## src/rtl/link_pkg.sv

```systemverilog
// Shared constants and field layout for the board link transceiver.
// Optional feature macro: LINK_PARITY_EN (appends an even-parity bit to the bus).
package link_pkg;

  localparam int DEF_DATA_W        = 4;
  localparam int DEF_N_FLAGS       = 3;
  localparam int DEF_STABLE_CYCLES = 4;
  localparam int DEF_HB_PERIOD     = 1000;
  localparam int DEF_TIMEOUT       = 4000;

`ifdef LINK_PARITY_EN
  localparam int PARITY_BITS = 1;
`else
  localparam int PARITY_BITS = 0;
`endif

  typedef enum logic {
    LINK_DOWN = 1'b0,
    LINK_UP   = 1'b1
  } link_state_e;

  function automatic int link_w(input int data_w, input int n_flags);
    return data_w + n_flags + 1 + PARITY_BITS;
  endfunction

  function automatic int flags_lsb(input int data_w);
    return data_w;
  endfunction

  function automatic int hb_bit(input int data_w, input int n_flags);
    return data_w + n_flags;
  endfunction

  function automatic int parity_bit(input int data_w, input int n_flags);
    return data_w + n_flags + 1;
  endfunction

endpackage

```

## src/rtl/board_link_xcvr_if.sv

```systemverilog
// Game-logic and pin-side signals of the board link transceiver.
// master: the transceiver itself; slave: the surrounding game logic / pins.
interface board_link_xcvr_if
  import link_pkg::*;
#(
  parameter int DATA_W  = DEF_DATA_W,
  parameter int N_FLAGS = DEF_N_FLAGS
);

  localparam int LINK_W = link_w(DATA_W, N_FLAGS);

  logic [DATA_W-1:0]  tx_data;
  logic [N_FLAGS-1:0] tx_flags;
  logic [LINK_W-1:0]  link_out;
  logic [LINK_W-1:0]  link_in;
  logic [DATA_W-1:0]  rx_data;
  logic [N_FLAGS-1:0] rx_flags;
  logic [N_FLAGS-1:0] rx_flag_rise;
  logic               rx_update;
  logic               link_up;
  logic               parity_err;

  modport master (
    input  tx_data, tx_flags, link_in,
    output link_out, rx_data, rx_flags, rx_flag_rise, rx_update, link_up, parity_err
  );

  modport slave (
    output tx_data, tx_flags, link_in,
    input  link_out, rx_data, rx_flags, rx_flag_rise, rx_update, link_up, parity_err
  );

endinterface

```

## src/rtl/link_sync_filter.sv

```systemverilog
// Two-flop synchroniser on every incoming pin plus a stability counter.
// Bits set in IGNORE_MASK are synchronised but never restart the counter.
module link_sync_filter #(
  parameter int               WIDTH         = 8,
  parameter int               STABLE_CYCLES = 4,
  parameter logic [WIDTH-1:0] IGNORE_MASK   = '0
) (
  input  logic             clk,
  input  logic             rst,
  input  logic [WIDTH-1:0] async_in,
  output logic [WIDTH-1:0] stable_word,
  output logic             stable
);

  localparam int CNT_W = $clog2(STABLE_CYCLES + 1);
  localparam logic [CNT_W-1:0] CNT_MAX = CNT_W'(STABLE_CYCLES);

  logic [WIDTH-1:0] sync1_q, sync1_d;
  logic [WIDTH-1:0] sync2_q, sync2_d;
  logic [WIDTH-1:0] prev_q, prev_d;
  logic [CNT_W-1:0] stab_cnt_q, stab_cnt_d;

  // Synchroniser chain, previous-sample copy and stability counter.
  always_ff @(posedge clk or posedge rst) begin
    if (rst) begin
      sync1_q    <= '0;
      sync2_q    <= '0;
      prev_q     <= '0;
      stab_cnt_q <= '0;
    end else begin
      sync1_q    <= sync1_d;
      sync2_q    <= sync2_d;
      prev_q     <= prev_d;
      stab_cnt_q <= stab_cnt_d;
    end
  end

  // Restart the count on any filtered change, otherwise count up and saturate.
  always_comb begin
    sync1_d    = async_in;
    sync2_d    = sync1_q;
    prev_d     = sync2_q;
    stab_cnt_d = stab_cnt_q;
    if ((sync2_q & ~IGNORE_MASK) != (prev_q & ~IGNORE_MASK)) begin
      stab_cnt_d = '0;
    end else if (stab_cnt_q != CNT_MAX) begin
      stab_cnt_d = stab_cnt_q + CNT_W'(1);
    end
  end

  assign stable_word = sync2_q;
  assign stable      = (stab_cnt_d == CNT_MAX);

endmodule

```

## src/rtl/board_link_xcvr.sv

```systemverilog
// Point-to-point board link transceiver: registered TX bus with heartbeat,
// filtered atomic RX commit with flag rise pulses, and a heartbeat watchdog.
// Optional feature macro: LINK_PARITY_EN (even parity over data, flags and hb).
module board_link_xcvr
  import link_pkg::*;
#(
  parameter int DATA_W        = DEF_DATA_W,
  parameter int N_FLAGS       = DEF_N_FLAGS,
  parameter int STABLE_CYCLES = DEF_STABLE_CYCLES,
  parameter int HB_PERIOD     = DEF_HB_PERIOD,
  parameter int TIMEOUT       = DEF_TIMEOUT
) (
  input logic               clk,
  input logic               rst,
  board_link_xcvr_if.master bus
);

  localparam int LINK_W    = link_w(DATA_W, N_FLAGS);
  localparam int FLAGS_LSB = flags_lsb(DATA_W);
  localparam int HB_BIT    = hb_bit(DATA_W, N_FLAGS);
  localparam int HB_CNT_W  = $clog2(HB_PERIOD);
  localparam int TO_CNT_W  = $clog2(TIMEOUT + 1);
  localparam logic [HB_CNT_W-1:0] HB_LAST = HB_CNT_W'(HB_PERIOD - 1);
  localparam logic [TO_CNT_W-1:0] TO_MAX  = TO_CNT_W'(TIMEOUT);
  localparam logic [LINK_W-1:0]   HB_MASK = LINK_W'(1) << HB_BIT;

  logic [HB_CNT_W-1:0] hb_cnt_q, hb_cnt_d;
  logic                hb_q, hb_d;
  logic [LINK_W-1:0]   link_out_q, link_out_d;
  logic                hb_prev_q, hb_prev_d;
  logic [TO_CNT_W-1:0] to_cnt_q, to_cnt_d;
  link_state_e         state_q, state_d;
  logic [DATA_W-1:0]   rx_data_q, rx_data_d;
  logic [N_FLAGS-1:0]  rx_flags_q, rx_flags_d;
  logic [N_FLAGS-1:0]  rx_flag_rise_q, rx_flag_rise_d;
  logic                rx_update_q, rx_update_d;
  logic                parity_err_q, parity_err_d;
  logic                perr_seen_q, perr_seen_d;

  logic [LINK_W-1:0]   stable_word;
  logic                word_stable;
  logic [DATA_W-1:0]   new_data;
  logic [N_FLAGS-1:0]  new_flags;
  logic                hb_toggle;
  logic                link_drop;
  logic                parity_bad;

  link_sync_filter #(
    .WIDTH         (LINK_W),
    .STABLE_CYCLES (STABLE_CYCLES),
    .IGNORE_MASK   (HB_MASK)
  ) u_sync_filter (
    .clk         (clk),
    .rst         (rst),
    .async_in    (bus.link_in),
    .stable_word (stable_word),
    .stable      (word_stable)
  );

  assign new_data  = stable_word[DATA_W-1:0];
  assign new_flags = stable_word[HB_BIT-1:FLAGS_LSB];
  assign hb_toggle = (stable_word[HB_BIT] != hb_prev_q);
  assign link_drop = (state_q == LINK_UP) && (state_d == LINK_DOWN);

`ifdef LINK_PARITY_EN
  assign parity_bad = ^stable_word;
`else
  assign parity_bad = 1'b0;
`endif

  // All state of the transceiver.
  always_ff @(posedge clk or posedge rst) begin
    if (rst) begin
      hb_cnt_q       <= '0;
      hb_q           <= 1'b0;
      link_out_q     <= '0;
      hb_prev_q      <= 1'b0;
      to_cnt_q       <= '0;
      state_q        <= LINK_DOWN;
      rx_data_q      <= '0;
      rx_flags_q     <= '0;
      rx_flag_rise_q <= '0;
      rx_update_q    <= 1'b0;
      parity_err_q   <= 1'b0;
      perr_seen_q    <= 1'b0;
    end else begin
      hb_cnt_q       <= hb_cnt_d;
      hb_q           <= hb_d;
      link_out_q     <= link_out_d;
      hb_prev_q      <= hb_prev_d;
      to_cnt_q       <= to_cnt_d;
      state_q        <= state_d;
      rx_data_q      <= rx_data_d;
      rx_flags_q     <= rx_flags_d;
      rx_flag_rise_q <= rx_flag_rise_d;
      rx_update_q    <= rx_update_d;
      parity_err_q   <= parity_err_d;
      perr_seen_q    <= perr_seen_d;
    end
  end

  // TX: heartbeat divider and the packed outgoing word.
  always_comb begin
    hb_cnt_d = hb_cnt_q + HB_CNT_W'(1);
    hb_d     = hb_q;
    if (hb_cnt_q == HB_LAST) begin
      hb_cnt_d = '0;
      hb_d     = ~hb_q;
    end
`ifdef LINK_PARITY_EN
    link_out_d = {^{hb_q, bus.tx_flags, bus.tx_data}, hb_q, bus.tx_flags, bus.tx_data};
`else
    link_out_d = {hb_q, bus.tx_flags, bus.tx_data};
`endif
  end

  // Watchdog: a peer heartbeat toggle wins over a timeout in the same cycle.
  always_comb begin
    hb_prev_d = stable_word[HB_BIT];
    state_d   = state_q;
    to_cnt_d  = to_cnt_q;
    if (hb_toggle) begin
      to_cnt_d = '0;
    end else if (to_cnt_q != TO_MAX) begin
      to_cnt_d = to_cnt_q + TO_CNT_W'(1);
    end
    if (hb_toggle) begin
      state_d = LINK_UP;
    end else if (to_cnt_d == TO_MAX) begin
      state_d = LINK_DOWN;
    end
  end

  // Commit: clear flags on link loss, otherwise accept a new stable word while up.
  always_comb begin
    rx_data_d      = rx_data_q;
    rx_flags_d     = rx_flags_q;
    rx_flag_rise_d = '0;
    rx_update_d    = 1'b0;
    parity_err_d   = 1'b0;
    perr_seen_d    = perr_seen_q & word_stable;
    if (link_drop) begin
      rx_flags_d = '0;
    end else if (word_stable && (state_q == LINK_UP)) begin
      if (parity_bad) begin
        parity_err_d = ~perr_seen_q;
        perr_seen_d  = 1'b1;
      end else if ((new_data != rx_data_q) || (new_flags != rx_flags_q)) begin
        rx_data_d      = new_data;
        rx_flags_d     = new_flags;
        rx_flag_rise_d = new_flags & ~rx_flags_q;
        rx_update_d    = 1'b1;
      end
    end
  end

  assign bus.link_out     = link_out_q;
  assign bus.rx_data      = rx_data_q;
  assign bus.rx_flags     = rx_flags_q;
  assign bus.rx_flag_rise = rx_flag_rise_q;
  assign bus.rx_update    = rx_update_q;
  assign bus.link_up      = (state_q == LINK_UP);
  assign bus.parity_err   = parity_err_q;

endmodule

```

## src/flat_wrapper.sv

```systemverilog
// flat-port wrapper written by rule: the top's interface ports become plain ports
module board_link_xcvr_flat import link_pkg::*;
#(
  parameter int DATA_W        = DEF_DATA_W,
  parameter int N_FLAGS       = DEF_N_FLAGS,
  parameter int STABLE_CYCLES = DEF_STABLE_CYCLES,
  parameter int HB_PERIOD     = DEF_HB_PERIOD,
  parameter int TIMEOUT       = DEF_TIMEOUT
)
  (clk, rst, bus_tx_data, bus_tx_flags, bus_link_in, bus_link_out, bus_rx_data, bus_rx_flags, bus_rx_flag_rise, bus_rx_update, bus_link_up, bus_parity_err);
  board_link_xcvr_if #(.DATA_W(DATA_W), .N_FLAGS(N_FLAGS)) bus_i ();
  input logic clk;
  input logic rst;
  input wire logic [$bits(bus_i.tx_data)-1:0] bus_tx_data;
  input wire logic [$bits(bus_i.tx_flags)-1:0] bus_tx_flags;
  input wire logic [$bits(bus_i.link_in)-1:0] bus_link_in;
  output wire logic [$bits(bus_i.link_out)-1:0] bus_link_out;
  output wire logic [$bits(bus_i.rx_data)-1:0] bus_rx_data;
  output wire logic [$bits(bus_i.rx_flags)-1:0] bus_rx_flags;
  output wire logic [$bits(bus_i.rx_flag_rise)-1:0] bus_rx_flag_rise;
  output wire logic [$bits(bus_i.rx_update)-1:0] bus_rx_update;
  output wire logic [$bits(bus_i.link_up)-1:0] bus_link_up;
  output wire logic [$bits(bus_i.parity_err)-1:0] bus_parity_err;
  assign bus_i.tx_data = bus_tx_data;
  assign bus_i.tx_flags = bus_tx_flags;
  assign bus_i.link_in = bus_link_in;
  assign bus_link_out = bus_i.link_out;
  assign bus_rx_data = bus_i.rx_data;
  assign bus_rx_flags = bus_i.rx_flags;
  assign bus_rx_flag_rise = bus_i.rx_flag_rise;
  assign bus_rx_update = bus_i.rx_update;
  assign bus_link_up = bus_i.link_up;
  assign bus_parity_err = bus_i.parity_err;
  board_link_xcvr #(.DATA_W(DATA_W), .N_FLAGS(N_FLAGS), .STABLE_CYCLES(STABLE_CYCLES), .HB_PERIOD(HB_PERIOD), .TIMEOUT(TIMEOUT)) u_core (.clk(clk), .rst(rst), .bus(bus_i));
endmodule
```

## config.mk

```make
export PLATFORM = sky130hd
export DESIGN_NAME = board_link_xcvr_flat
export DESIGN_NICKNAME = d
export VERILOG_FILES = /design/src/rtl/link_pkg.sv /design/src/rtl/board_link_xcvr_if.sv /design/src/rtl/link_sync_filter.sv /design/src/rtl/board_link_xcvr.sv /design/src/flat_wrapper.sv
export SDC_FILE = /design/constraint.sdc
export NUM_CORES = 1
export LEC_CHECK = 0
export BUFFER_PORTS_ARGS = -buffer_cell sky130_fd_sc_hd__buf_4
export CORE_MARGIN = 1
export CORE_UTILIZATION = 59
export CTS_BUF_LIST = sky130_fd_sc_hd__clkbuf_8
export DETAILED_ROUTE_END_ITERATION = 12
export GPL_TIMING_DRIVEN = 0
export PLACE_DENSITY = 0.84
export REMOVE_ABC_BUFFERS = 1
export SLEW_MARGIN = 40
export SYNTH_ARGS = -nofsm -noshare
export SYNTH_HDL_FRONTEND = slang
export SYNTH_SLANG_ARGS = --single-unit
```

## constraint.sdc

```tcl
create_clock -name clk -period 3 [get_ports clk]
set_input_delay 0.3 -clock clk [delete_from_list [all_inputs] [get_ports clk]]
set_output_delay 0.3 -clock clk [all_outputs]
set_load 0.02 [all_outputs]
```

==> out/results.txt, run 1 <==
Power Density: 554 nW/um2
# setup viols final: 0
CP Max Fanout: 10
vias in the first global route: 1884
via count: 1852
starting DRC count in detailed routing: 91
GRT overflow: 0
synthesized area per cell: 12.7 um2
Sum Neg Setup Slack: 0 ns
hold path cells: 1
Worst R2R End: u_core.bus.rx_data[0]
Comb pwr share: 5.8%
top_reg_cell synth: dfrtp_1
core area: 4720 um2
fin nets: 299
fin area: 3500 um2
CTS HTree Levels: 3
Worst Hold Launch: bus_link_in[0]
crit path kind: reg -> reg
Worst R2R Start: u_core.to_cnt_q[2]
slowest stage cell on the critical path: dfrtp_1
Post-synth EDFFs: 0
Die Y: 72.1 um
CP arrival: 3.03 ns
post-DR vias/cell: 5.35
area grow syn2layout: 21.0%
Sw Share: 23.3%
CP Capture Type: register
mux cell area share after synthesis: 3.80%
leading post-synthesis cells by cell area: dfrtp_1 61%, xnor2_1 4.2%, xor2_1 3.9%
count of cell types in the netlist: 44
Least-Margin Pin Slew: 0.743 ns
Pre-Repair DR Iteration Count: 4
Placer Congestion: 0.809
CP top delay family: simple AND/OR/NAND/NOR gates
Synth top area share: 60.5%
initial antenna violation count: 0
Worst Reg-to-Reg Cells: 6
Worst Setup Start Kind: register
VDD IR max: 0.000438 V
io pins: 38
FP Rows: 25
max-cap viol count: 0
flop-to-flop setup slack: 0.20 ns
largest net degree at the start of global routing: 44
dpl ws: 0.0854 ns
Die Wd: 72.1 um
DR DRC count: 0
compound-cell area share of the yosys netlist: 5.96%
Starting Density: 61.3%
sequential share of the synthesized area: 60.5%
Mapped Area: 2900 um2
Post-Synth Simple-Gate Area: 15.4%
Yosys reg bits: 70
Leakage: 1.63 nW
Root Buffer: clkbuf_8
global router's overall resource usage: 22.6%
Inserted Diodes: 0
final wirelength: 5140 um
Yosys top cell by area: dfrtp_1
Tcrit/Tclk final: 93.2%
skew final: 0.0108 ns
Mapped Cells: 228
total CTS buffers: 9
yosys warns: 0
CP Cell Sequence: nand4_4 > nor4_1 > o221ai_1 > or4_4 > o41a_4 > mux2_4
Final Max Slew Viols: 0
Clock Latency Late Sink: 0.35 ns
post-synthesis adder-cell area fraction: 3.46%
outcome: finished, final reports clean
first-pass GRT wire length: 8610 um
Internal: 1.49 mW
placed cell areas: 3260 um2
CTS tree: yes
CTS Sinks: 70
fin crit period: 2.80 ns
post-CTS setup buffer count: 0
Worst-path clk slew: 0.08 ns
maximum clock path buffer count: 2
Post-DP HPWL: 3420 um
layout cells sized above 1: 25.4%
# fillers: 309
f_max: 358 MHz
setup ws final: 0.204 ns
FFs w/ async S/R, synth: 100%
Routed WL per cell: 14.8 um
Psw: 0.452 mW
sequential power share: 51.3%
Final Hold Fails: 0
worst stage delay on the critical path: 0.56 ns
clock share of power: 42.9%
Hold Path End: u_core.u_sync_filter.sync1_q[0]
Critical Path RT: 3.23 ns
IO Port Bufs: 36
XOR/XNOR Fraction of Synth Area: 8.73%
Buf+Inv Stages, Crit Path: 0
largest family of logic cells by synthesized area: simple AND/OR/NAND/NOR gates
Die ar.: 5190 um2
Hold Path Class: in -> reg
RSZ-0062 raised after global routing: false
Tot Pwr: 1.94 mW
Rel. slew slack: 50.4%
number of routed nets with antenna violations: 0
## synth_stat cells (all sizes together) (2+ instances only)
cell type,instances
or4,2
inv,11
nor2,19
nor2b,5
o21bai,3
nor4,7
mux2i,5
buf,3
nor3b,4
a21oi,3
o31a,2
o21a,3
ha,8
dfrtp,70
mux2,4
xnor2,14
and3,4
xor2,14
nor3,5
nand2,8
nand4,5
and3b,2
o21ai,3
nand3,9
## sequential cells by signal (all words and copies together) (netlist names)
name and cells:
u_core.u_sync_filter.stab_cnt_q 3, u_core.u_sync_filter.sync1_q 8, u_core.bus.rx_update 1, u_core.hb_cnt_q 10
u_core.to_cnt_q 12, u_core.hb_q 1, u_core.hb_prev_q 1, u_core.bus.rx_flag_rise 3
u_core.bus.link_up 1, u_core.u_sync_filter.prev_q 7, u_core.u_sync_filter.stable_word 8, u_core.bus.rx_data 4
u_core.bus.rx_flags 3, u_core.bus.link_out 8
## routing by layer
metal / part of all wire, % / vias up / global-route usage [%]
li1: - / 885 / -
met1: 45 / 919 / 28.5
met2: 48 / 37 / 36.0
met3: 3.9 / 11 / 6.25
met4: 2.2 / 0 / 12.2
met5: 0 / - / 0
## cells in the final DEF, fill, tap and decap left out, types with 2 or more instances in the layout
cell       instances
dfrtp_1           70
buf_4             36
nor2_1            19
xnor2_1           14
xor2_1            13
inv_1             11
nand3_1            9
clkbuf_8           9
nand2_1            8
ha_1               8
nor4_1             5
mux2i_1            5
nor3_1             5
nor2b_1            5
nand4_1            4
mux2_4             4
a21oi_1            3
o21a_1             3
o21ai_0            3
and3_1             3
o21bai_1           3
nor3b_1            3
nor4_2             2
o31a_2             2
and3b_1            2
clkinv_4           2
bufinv_16          2
## cell families after synthesis
| group | count (synthesis) |
|---|---|
| simple gates | 77 |
| other cells | 1 |
| mux | 9 |
| fa+ha+maj | 8 |
| flops | 70 |
| buf+inv | 14 |
| compound gates | 21 |
| xor+xnor | 28 |
## how the worst max path moves through the flow
stage	cells past startpoint	to	slack [ns]	start
CTS	8	u_core.bus.rx_flag_rise[1]	0.01	u_core.to_cnt_q[0]
global placement	2	u_core.bus.link_out[4]	0.22	rst
global route	8	u_core.bus.rx_data[3]	0.08	u_core.to_cnt_q[0]
detailed placement	8	u_core.bus.rx_flag_rise[1]	0.09	u_core.to_cnt_q[0]
floorplan	8	u_core.bus.rx_data[0]	0.47	u_core.to_cnt_q[0]
finish	6	u_core.bus.rx_data[0]	0.20	u_core.to_cnt_q[2]
## area by class of cell
class	count	area, um2	share of cell area (%)
multi-input cells	144	1100	31.5
inverters	11	43.8	1.25
clock buffers	9	124	3.54
well taps	67	83.8	2.39
repair buffers	38	300	8.57
clock inverters	7	97.6	2.79
flip-flops and latches	70	1750	50.0
## per-stage QoR
stage          util, %  instances  hold slack, ns
2_1_floorplan        -        225           0.331
3_3_place_gp      68.4        328           0.331
3_5_place_dp      69.0        329           0.309
4_1_cts           73.9        346          0.0440
5_1_grt           74.2        346          0.0358
6_report          74.2        346          0.0556
## worst register-to-register path: stages (launching register included)
cell and delay, ns:
dfrtp_1 0.56, nand4_4 0.23, nor4_1 0.40, o221ai_1 0.17, or4_4 0.49, o41a_4 0.51, mux2_4 0.32
## what timing repair did
action / in CTS / in global routing
endpoints found under the setup margin: 0 / 6
hold endpoints to repair: 27 / 0
hold buffers: 1 / 0
gates resized for setup: 0 / 1
## power by group through the flow
stage	clock, mW	combinational (mW)	sequential [mW]
5_1_grt	0.890	0.128	1.00
3_3_place_gp	0	0.103	1.01
4_1_cts	0.848	0.113	0.997
2_1_floorplan	0	0.0613	1.02
6_report	0.832	0.113	0.997
3_5_place_dp	0	0.111	1.01
Power figures use the tool's default switching activity.
==> run 2, diff against run 1 <==
Settings changed: BUFFER_PORTS_ARGS -buffer_cell sky130_fd_sc_hd__buf_4 to default, CAP_MARGIN from default to 15, CORE_UTILIZATION 59 to 65, DONT_BUFFER_PORTS from default to 1.
==> out/results.txt, run 2 (synthesis results as in run 1) <==
Routed WL per cell: 20.9 um (was 14.8 um)
Pre-Repair DR Iteration Count: 4 (unchanged)
maximum clock path buffer count: 2 (unchanged)
GRT overflow: 0 (unchanged)
Leakage: 1.53 nW (was 1.63 nW)
io pins: 38 (unchanged)
FP Rows: 23 (was 25)
placed cell areas: 2970 um2 (was 3260 um2)
number of routed nets with antenna violations: 0 (unchanged)
Sw Share: 22.8% (was 23.3%)
Post-DP HPWL: 3160 um (was 3420 um)
DR DRC count: 0 (unchanged)
skew final: 0.0101 ns (was 0.0108 ns)
vias in the first global route: 1844 (was 1884)
Clock Latency Late Sink: 0.35 ns (about the same)
clock share of power: 45.0% (was 42.9%)
CP top delay family: simple AND/OR/NAND/NOR gates (unchanged)
max-cap viol count: 0 (unchanged)
Hold Path Class: reg -> reg (was in -> reg)
most common cell after layout, fill and taps aside: dfrtp_1 (unchanged)
Tcrit/Tclk final: 96.3% (was 93.2%)
final wirelength: 6450 um (was 5140 um)
Final Hold Fails: 0 (unchanged)
WHS: 0.348 ns (was 0.0556 ns)
layout cells sized above 1: 13.9% (was 25.4%)
total CTS buffers: 9 (unchanged)
Psw: 0.465 mW (was 0.452 mW)
crit path kind: reg -> reg (unchanged)
Internal: 1.57 mW (was 1.49 mW)
Die ar.: 4730 um2 (was 5190 um2)
Die Y: 68.7 um (was 72.1 um)
commonest non-fill, non-tap cells in the layout: 70 x dfrtp_1, 19 x nor2_1, 16 x dlygate4sd3_1, 14 x xnor2_1, 13 x xor2_1 (was 70 x dfrtp_1, 36 x buf_4, 19 x nor2_1, 14 x xnor2_1, 13 x xor2_1)
first-pass GRT wire length: 9870 um (was 8610 um)
Power Density: 599 nW/um2 (was 554 nW/um2)
Reg area: 1750 um2 (unchanged)
Largest register FFs: 12 (unchanged)
Starting Density: 69.9% (was 61.3%)
post-DR vias/cell: 6.12 (was 5.35)
Root Buffer: clkbuf_8 (unchanged)
RSZ-0062 raised after global routing: false (unchanged)
outcome: finished, final reports clean (unchanged)
f_max: 346 MHz (was 358 MHz)
Tot Pwr: 2.03 mW (was 1.94 mW)
CP arrival: 3.12 ns (was 3.03 ns)
Critical Path RT: 3.24 ns (was 3.23 ns)
VDD IR max: 0.000680 V (was 0.000438 V)
# setup viols final: 0 (unchanged)
most flop-heavy register: u_core.to_cnt_q (unchanged)
sequential power share: 49.5% (was 51.3%)
Comb pwr share: 5.5% (was 5.8%)
CP Cell Sequence: inv_1 > ha_1 > nor2b_1 > mux2i_1 > nor3b_1 > nor3b_1 > o41a_4 > mux2_4 (was nand4_4 > nor4_1 > o221ai_1 > or4_4 > o41a_4 > mux2_4)
core area: 4140 um2 (was 4720 um2)
fin nets: 279 (was 299)
Rel. slew slack: 42.1% (was 50.4%)
starting DRC count in detailed routing: 180 (was 91)
largest net degree at the start of global routing: 42 (was 44)
area occupied by multi-input gates: 1110 um2 (was 1100 um2)
Inserted Diodes: 0 (unchanged)
Die Wd: 68.7 um (was 72.1 um)
via count: 1892 (was 1852)
Worst-path clk slew: 0.08 ns (about the same)
# fillers: 204 (was 309)
biggest regs: u_core.to_cnt_q (12), u_core.hb_cnt_q (10) (unchanged)
CP Max Fanout: 6 (was 10)
Sum Neg Setup Slack: 0 ns (unchanged)
slowest stage cell on the critical path: nor3b_1 (was dfrtp_1)
Final Max Slew Viols: 0 (unchanged)
initial antenna violation count: 0 (unchanged)
Placer Congestion: 0.786 (was 0.809)
Buf+Inv Stages, Crit Path: 1 (was 0)
Least-Margin Pin Slew: 0.867 ns (was 0.743 ns)
worst stage delay on the critical path: 0.76 ns (was 0.56 ns)
CTS HTree Levels: 3 (unchanged)
CTS tree: yes (unchanged)
global router's overall resource usage: 32.1% (was 22.6%)
IO Port Bufs: 0 (was 36)
CTS Sinks: 70 (unchanged)
fin crit period: 2.89 ns (was 2.80 ns)
Worst Setup Start Kind: register (unchanged)
area grow syn2layout: 17.4% (was 21.0%)
CP Capture Type: register (unchanged)
most used cell, CP: nor3b_1
fin area: 3400 um2 (was 3500 um2)
-- run 2: cell types whose count changed in the layout (fill, tap and decap cells not counted) --
| cell | before | now |
|---|---|---|
| buf_4 | 36 | 1 |
| bufinv_16 | 2 | 3 |
| clkinvlp_4 | 1 | 0 |
| dlygate4sd3_1 | 1 | 16 |
| inv_2 | 0 | 1 |
| inv_6 | 1 | 0 |
| o41ai_2 | 1 | 0 |
| o41ai_4 | 0 | 1 |
-- run 2: layout make-up --
type | count | share of cell area [%]
repair buffers | 18 | 5.52
clock buffers | 9 | 3.65
multi-input cells | 144 | 32.8
well taps | 50 | 1.84
flip-flops and latches | 70 | 51.5
inverters | 11 | 1.29
clock inverters | 7 | 3.39
-- run 2: path summary, 6_finish.rpt --
| check | cells past startpoint | from | end | slack, ns |
|---|---|---|---|---|
| worst max-delay path | 8 | u_core.u_sync_filter.stab_cnt_q[0] | u_core.bus.rx_data[3] | 0.11 |
| worst min-delay path | 0 | u_core.u_sync_filter.sync1_q[5] | u_core.u_sync_filter.stable_word[5] | 0.35 |
| worst max register to register | 8 | u_core.u_sync_filter.stab_cnt_q[0] | u_core.bus.rx_data[3] | 0.11 |
| worst min register to register | 0 | u_core.u_sync_filter.sync1_q[5] | u_core.u_sync_filter.stable_word[5] | 0.35 |
| max in group asynchronous | 3 | rst | u_core.u_sync_filter.stab_cnt_q[0] | 2.04 |
| min in group asynchronous | 2 | rst | u_core.hb_cnt_q[6] | 0.42 |
-- run 2: metrics by stage --
stage | setup WS, ns | util, % | std cells
floorplan | 0.471 | - | 225
global placement | 0.214 | 71.0 | 275
detailed placement | 0.223 | 71.6 | 276
CTS | 0.172 | 81.3 | 308
global route | 0.0120 | 82.0 | 309
finish | 0.111 | 82.0 | 309
-- run 2: repair_timing --
item | 4_1_cts | 5_1_grt
gates resized for setup | 0 | 3
hold buffers | 16 | 0
endpoints found under the setup margin | 0 | 5
endpoints found under the hold margin | 44 | 0
setup buffers | 0 | 1
-- run 2: worst reg2reg max path, cell delays in order (launching register included) --
cell and delay, ns:
dfrtp_1 0.42, inv_1 0.07, ha_1 0.31, nor2b_1 0.11
mux2i_1 0.08, nor3b_1 0.31, nor3b_1 0.76, o41a_4 0.39
mux2_4 0.33
-- run 2: power by group through the flow --
stage,clock [mW],sequential (mW),combinational (mW)
after floorplan,0,1.02,0.0613
after global placement,0,1.02,0.0743
after detailed placement,0,1.02,0.0795
after CTS,0.910,1.00,0.0968
after global routing,0.969,1.01,0.123
final,0.915,1.01,0.112
-- run 2: layer usage --
| metal | GRT usage (%) | share of wire [%] | vias up |
|---|---|---|---|
| li1 | - | - | 843 |
| met1 | 40.4 | 41 | 934 |
| met2 | 47.3 | 47 | 92 |
| met3 | 11.0 | 7.2 | 23 |
| met4 | 20.9 | 4.3 | 0 |
| met5 | 0 | 0 | - |
==> run 3, diff against run 2 <==
Settings changed: ABC_AREA from default to 1.
Clock period 3 ns to 2.8 ns, I/O delays scaled along.
==> out/results.txt, run 3 <==
outcome: finished, final reports clean (unchanged)
Hold Buf Count CTS: 16 (unchanged)
Leakage: 1.71 nW (was 1.53 nW)
f_max: 436 MHz (was 346 MHz)
starting DRC count in detailed routing: 130 (was 180)
Sw Share: 22.7% (was 22.8%)
Yosys top cell by area: dfrtp_1 (unchanged)
most common cell after layout, fill and taps aside: dfrtp_1 (unchanged)
IO Port Bufs: 0 (unchanged)
Final Max Slew Viols: 0 (unchanged)
Die Y: 70.3 um (was 68.7 um)
Psw: 0.493 mW (was 0.465 mW)
Mapped Cells: 318 (was 228)
CTS Sinks: 70 (unchanged)
CP Max Fanout: 13 (was 6)
fin nets: 368 (was 279)
Post-synth EDFFs: 0 (unchanged)
vias in the first global route: 2247 (was 1844)
Internal: 1.68 mW (was 1.57 mW)
GRT overflow: 0 (unchanged)
fin crit period: 2.29 ns (was 2.89 ns)
CP Capture Type: register (unchanged)
Synth top area share: 57.8% (was 60.5%)
Least-Margin Pin Slew: 0.639 ns (was 0.867 ns)
Post-DP HPWL: 3710 um (was 3160 um)
synth cell count leaders: 70 x dfrtp_1, 56 x nand2_1, 51 x inv_1 (was 70 x dfrtp_1, 19 x nor2_1, 14 x xnor2_1)
Starting Density: 68.7% (was 69.9%)
top_reg_cell synth: dfrtp_1 (unchanged)
CTS HTree Levels: 3 (unchanged)
count of cell types in the netlist: 31 (was 44)
crit path kind: reg -> reg (unchanged)
first-pass GRT wire length: 10700 um (was 9870 um)
Sum Neg Setup Slack: 0 ns (unchanged)
layout cells sized above 1: 10.3% (was 13.9%)
Comb pwr share: 5.8% (was 5.5%)
Routed WL per cell: 16.1 um (was 20.9 um)
area occupied by multi-input gates: 1070 um2 (was 1110 um2)
placed insts: 368 (was 276)
Mapped Area: 3030 um2 (was 2900 um2)
skew final: 0.00799 ns (was 0.0101 ns)
post-DR vias/cell: 5.51 (was 6.12)
DR DRC count: 0 (unchanged)
Final Core Density: 79.3% (was 82.0%)
sequential share of the synthesized area: 57.8% (was 60.5%)
Final Hold Fails: 0 (unchanged)
RSZ-0062 raised after global routing: false (unchanged)
Reg area: 1750 um2 (unchanged)
sequential power share: 49.5% (about the same)
Power Density: 620 nW/um2 (was 599 nW/um2)
CP arrival: 2.52 ns (was 3.12 ns)
Placer Congestion: 0.868 (was 0.786)
FFs w/ async S/R, synth: 100% (unchanged)
Pre-Repair DR Iteration Count: 4 (unchanged)
io pins: 38 (unchanged)
leading post-synthesis cells by cell area: dfrtp_1 58%, nand2_1 6.9%, inv_1 6.3% (was dfrtp_1 61%, xnor2_1 4.2%, xor2_1 3.9%)
Worst Setup Start Kind: register (unchanged)
number of gates resized after cts: 0 (unchanged)
Tcrit/Tclk final: 81.9% (was 96.3%)
Largest register FFs: 12 (unchanged)
core area: 4410 um2 (was 4140 um2)
VDD IR max: 0.000670 V (was 0.000680 V)
initial antenna violation count: 0 (unchanged)
Die Wd: 70.3 um (was 68.7 um)
CTS tree: yes (unchanged)
Yosys reg bits: 70 (unchanged)
Rel. slew slack: 57.2% (was 42.1%)
synthesized area per cell: 9.53 um2 (was 12.7 um2)
total CTS buffers: 9 (unchanged)
FP Rows: 24 (was 23)
commonest non-fill, non-tap cells in the layout: 70 x dfrtp_1, 56 x nand2_1, 50 x inv_1, 35 x nor2_1, 32 x nand3_1 (was 70 x dfrtp_1, 19 x nor2_1, 16 x dlygate4sd3_1, 14 x xnor2_1, 13 x xor2_1)
biggest regs: u_core.to_cnt_q (12), u_core.hb_cnt_q (10) (unchanged)
most common cell in the netlist: dfrtp_1 (unchanged)
final std cells w/o fill: 400 (was 309)
Clock Latency Late Sink: 0.35 ns (about the same)
largest net degree at the start of global routing: 43 (was 42)
Root Buffer: clkbuf_8 (unchanged)
Worst-path clk slew: 0.08 ns (about the same)
area grow syn2layout: 15.4% (was 17.4%)
Die ar.: 4940 um2 (was 4730 um2)
max-cap viol count: 0 (unchanged)
most flop-heavy register: u_core.to_cnt_q (unchanged)
maximum clock path buffer count: 2 (unchanged)
Hold Path Class: reg -> reg (unchanged)
Inserted Diodes: 0 (unchanged)
yosys warns: 0 (unchanged)
number of routed nets with antenna violations: 0 (unchanged)
final wirelength: 6450 um (unchanged)
global router's overall resource usage: 30.0% (was 32.1%)
# fillers: 248 (was 204)
# setup viols final: 0 (unchanged)
via count: 2203 (was 1892)
clock share of power: 44.7% (was 45.0%)
Critical Path RT: 3.03 ns (was 3.24 ns)
post-CTS setup buffer count: 0 (unchanged)
## run 3: layout make-up
cell class | instances | area share (%)
Clock buffer | 9 | 3.54
Clock inverter | 7 | 3.22
Inverter | 51 | 5.54
Multi-Input combinational cell | 194 | 30.6
Sequential cell | 70 | 50.1
Tap cell | 52 | 1.86
Timing Repair Buffer | 17 | 5.15
## run 3: power groups by stage
stage | logic, mW | clock network, mW | registers [mW]
finish | 0.126 | 0.969 | 1.07
global route | 0.143 | 1.02 | 1.08
CTS | 0.125 | 0.977 | 1.07
detailed placement | 0.105 | 0 | 1.09
floorplan | 0.0805 | 0 | 1.08
global placement | 0.0953 | 0 | 1.09
## run 3: routing by layer
layer,global-route usage [%],routed length (um),vias to the layer above
met3,7.36,300,29
li1,-,-,1044
met2,50.9,3360,82
met5,0,0,-
met1,33.8,2480,1048
met4,18.7,309,0
## run 3: critical path, stage by stage (launching register included)
cell and delay (ns):
dfrtp_1 0.40, xnor2_2 0.54, inv_1 0.27, a21oi_1 0.25
nor2_1 0.09, nand3_1 0.09, nor2_2 0.06, nand4_4 0.15
nand2_2 0.15, nand2_1 0.09, nand2_1 0.07
## run 3: kinds of logic after synthesis
| logic type | Yosys count | synth area share [%] |
|---|---|---|
| and+or+nand+nor | 150 | 23.5 |
| DFF | 70 | 57.8 |
| buffers and inverters | 54 | 7.10 |
| AOI/OAI and AO/OA | 20 | 3.63 |
| xor gates and xnor gates | 15 | 4.58 |
| adders and majority gates | 8 | 3.30 |
| other | 1 | 0.124 |
## run 3: worst paths after layout
check,end,depth (start not counted),startpoint,slack (ns)
worst min register to register,u_core.u_sync_filter.stable_word[1],0,u_core.u_sync_filter.sync1_q[1],0.35
worst max-delay path,u_core.bus.rx_data[1],10,u_core.hb_prev_q,0.51
max in group asynchronous,u_core.u_sync_filter.stab_cnt_q[0],3,rst,1.81
min in group asynchronous,u_core.hb_cnt_q[4],2,rst,0.47
worst min-delay path,u_core.u_sync_filter.stable_word[1],0,u_core.u_sync_filter.sync1_q[1],0.35
worst max register to register,u_core.bus.rx_data[1],10,u_core.hb_prev_q,0.51
## run 3: per-stage QoR
step           instance area (um2)  hold slack [ns]  worst slack (ns)  power, mW
6_report                      3500            0.351             0.506       2.17
3_3_place_gp                  3070            0.311             0.192       1.18
2_1_floorplan                 3010            0.311             0.752       1.17
4_1_cts                       3500            0.351             0.520       2.18
5_1_grt                       3500            0.358             0.302       2.24
3_5_place_dp                  3100            0.224             0.553       1.20
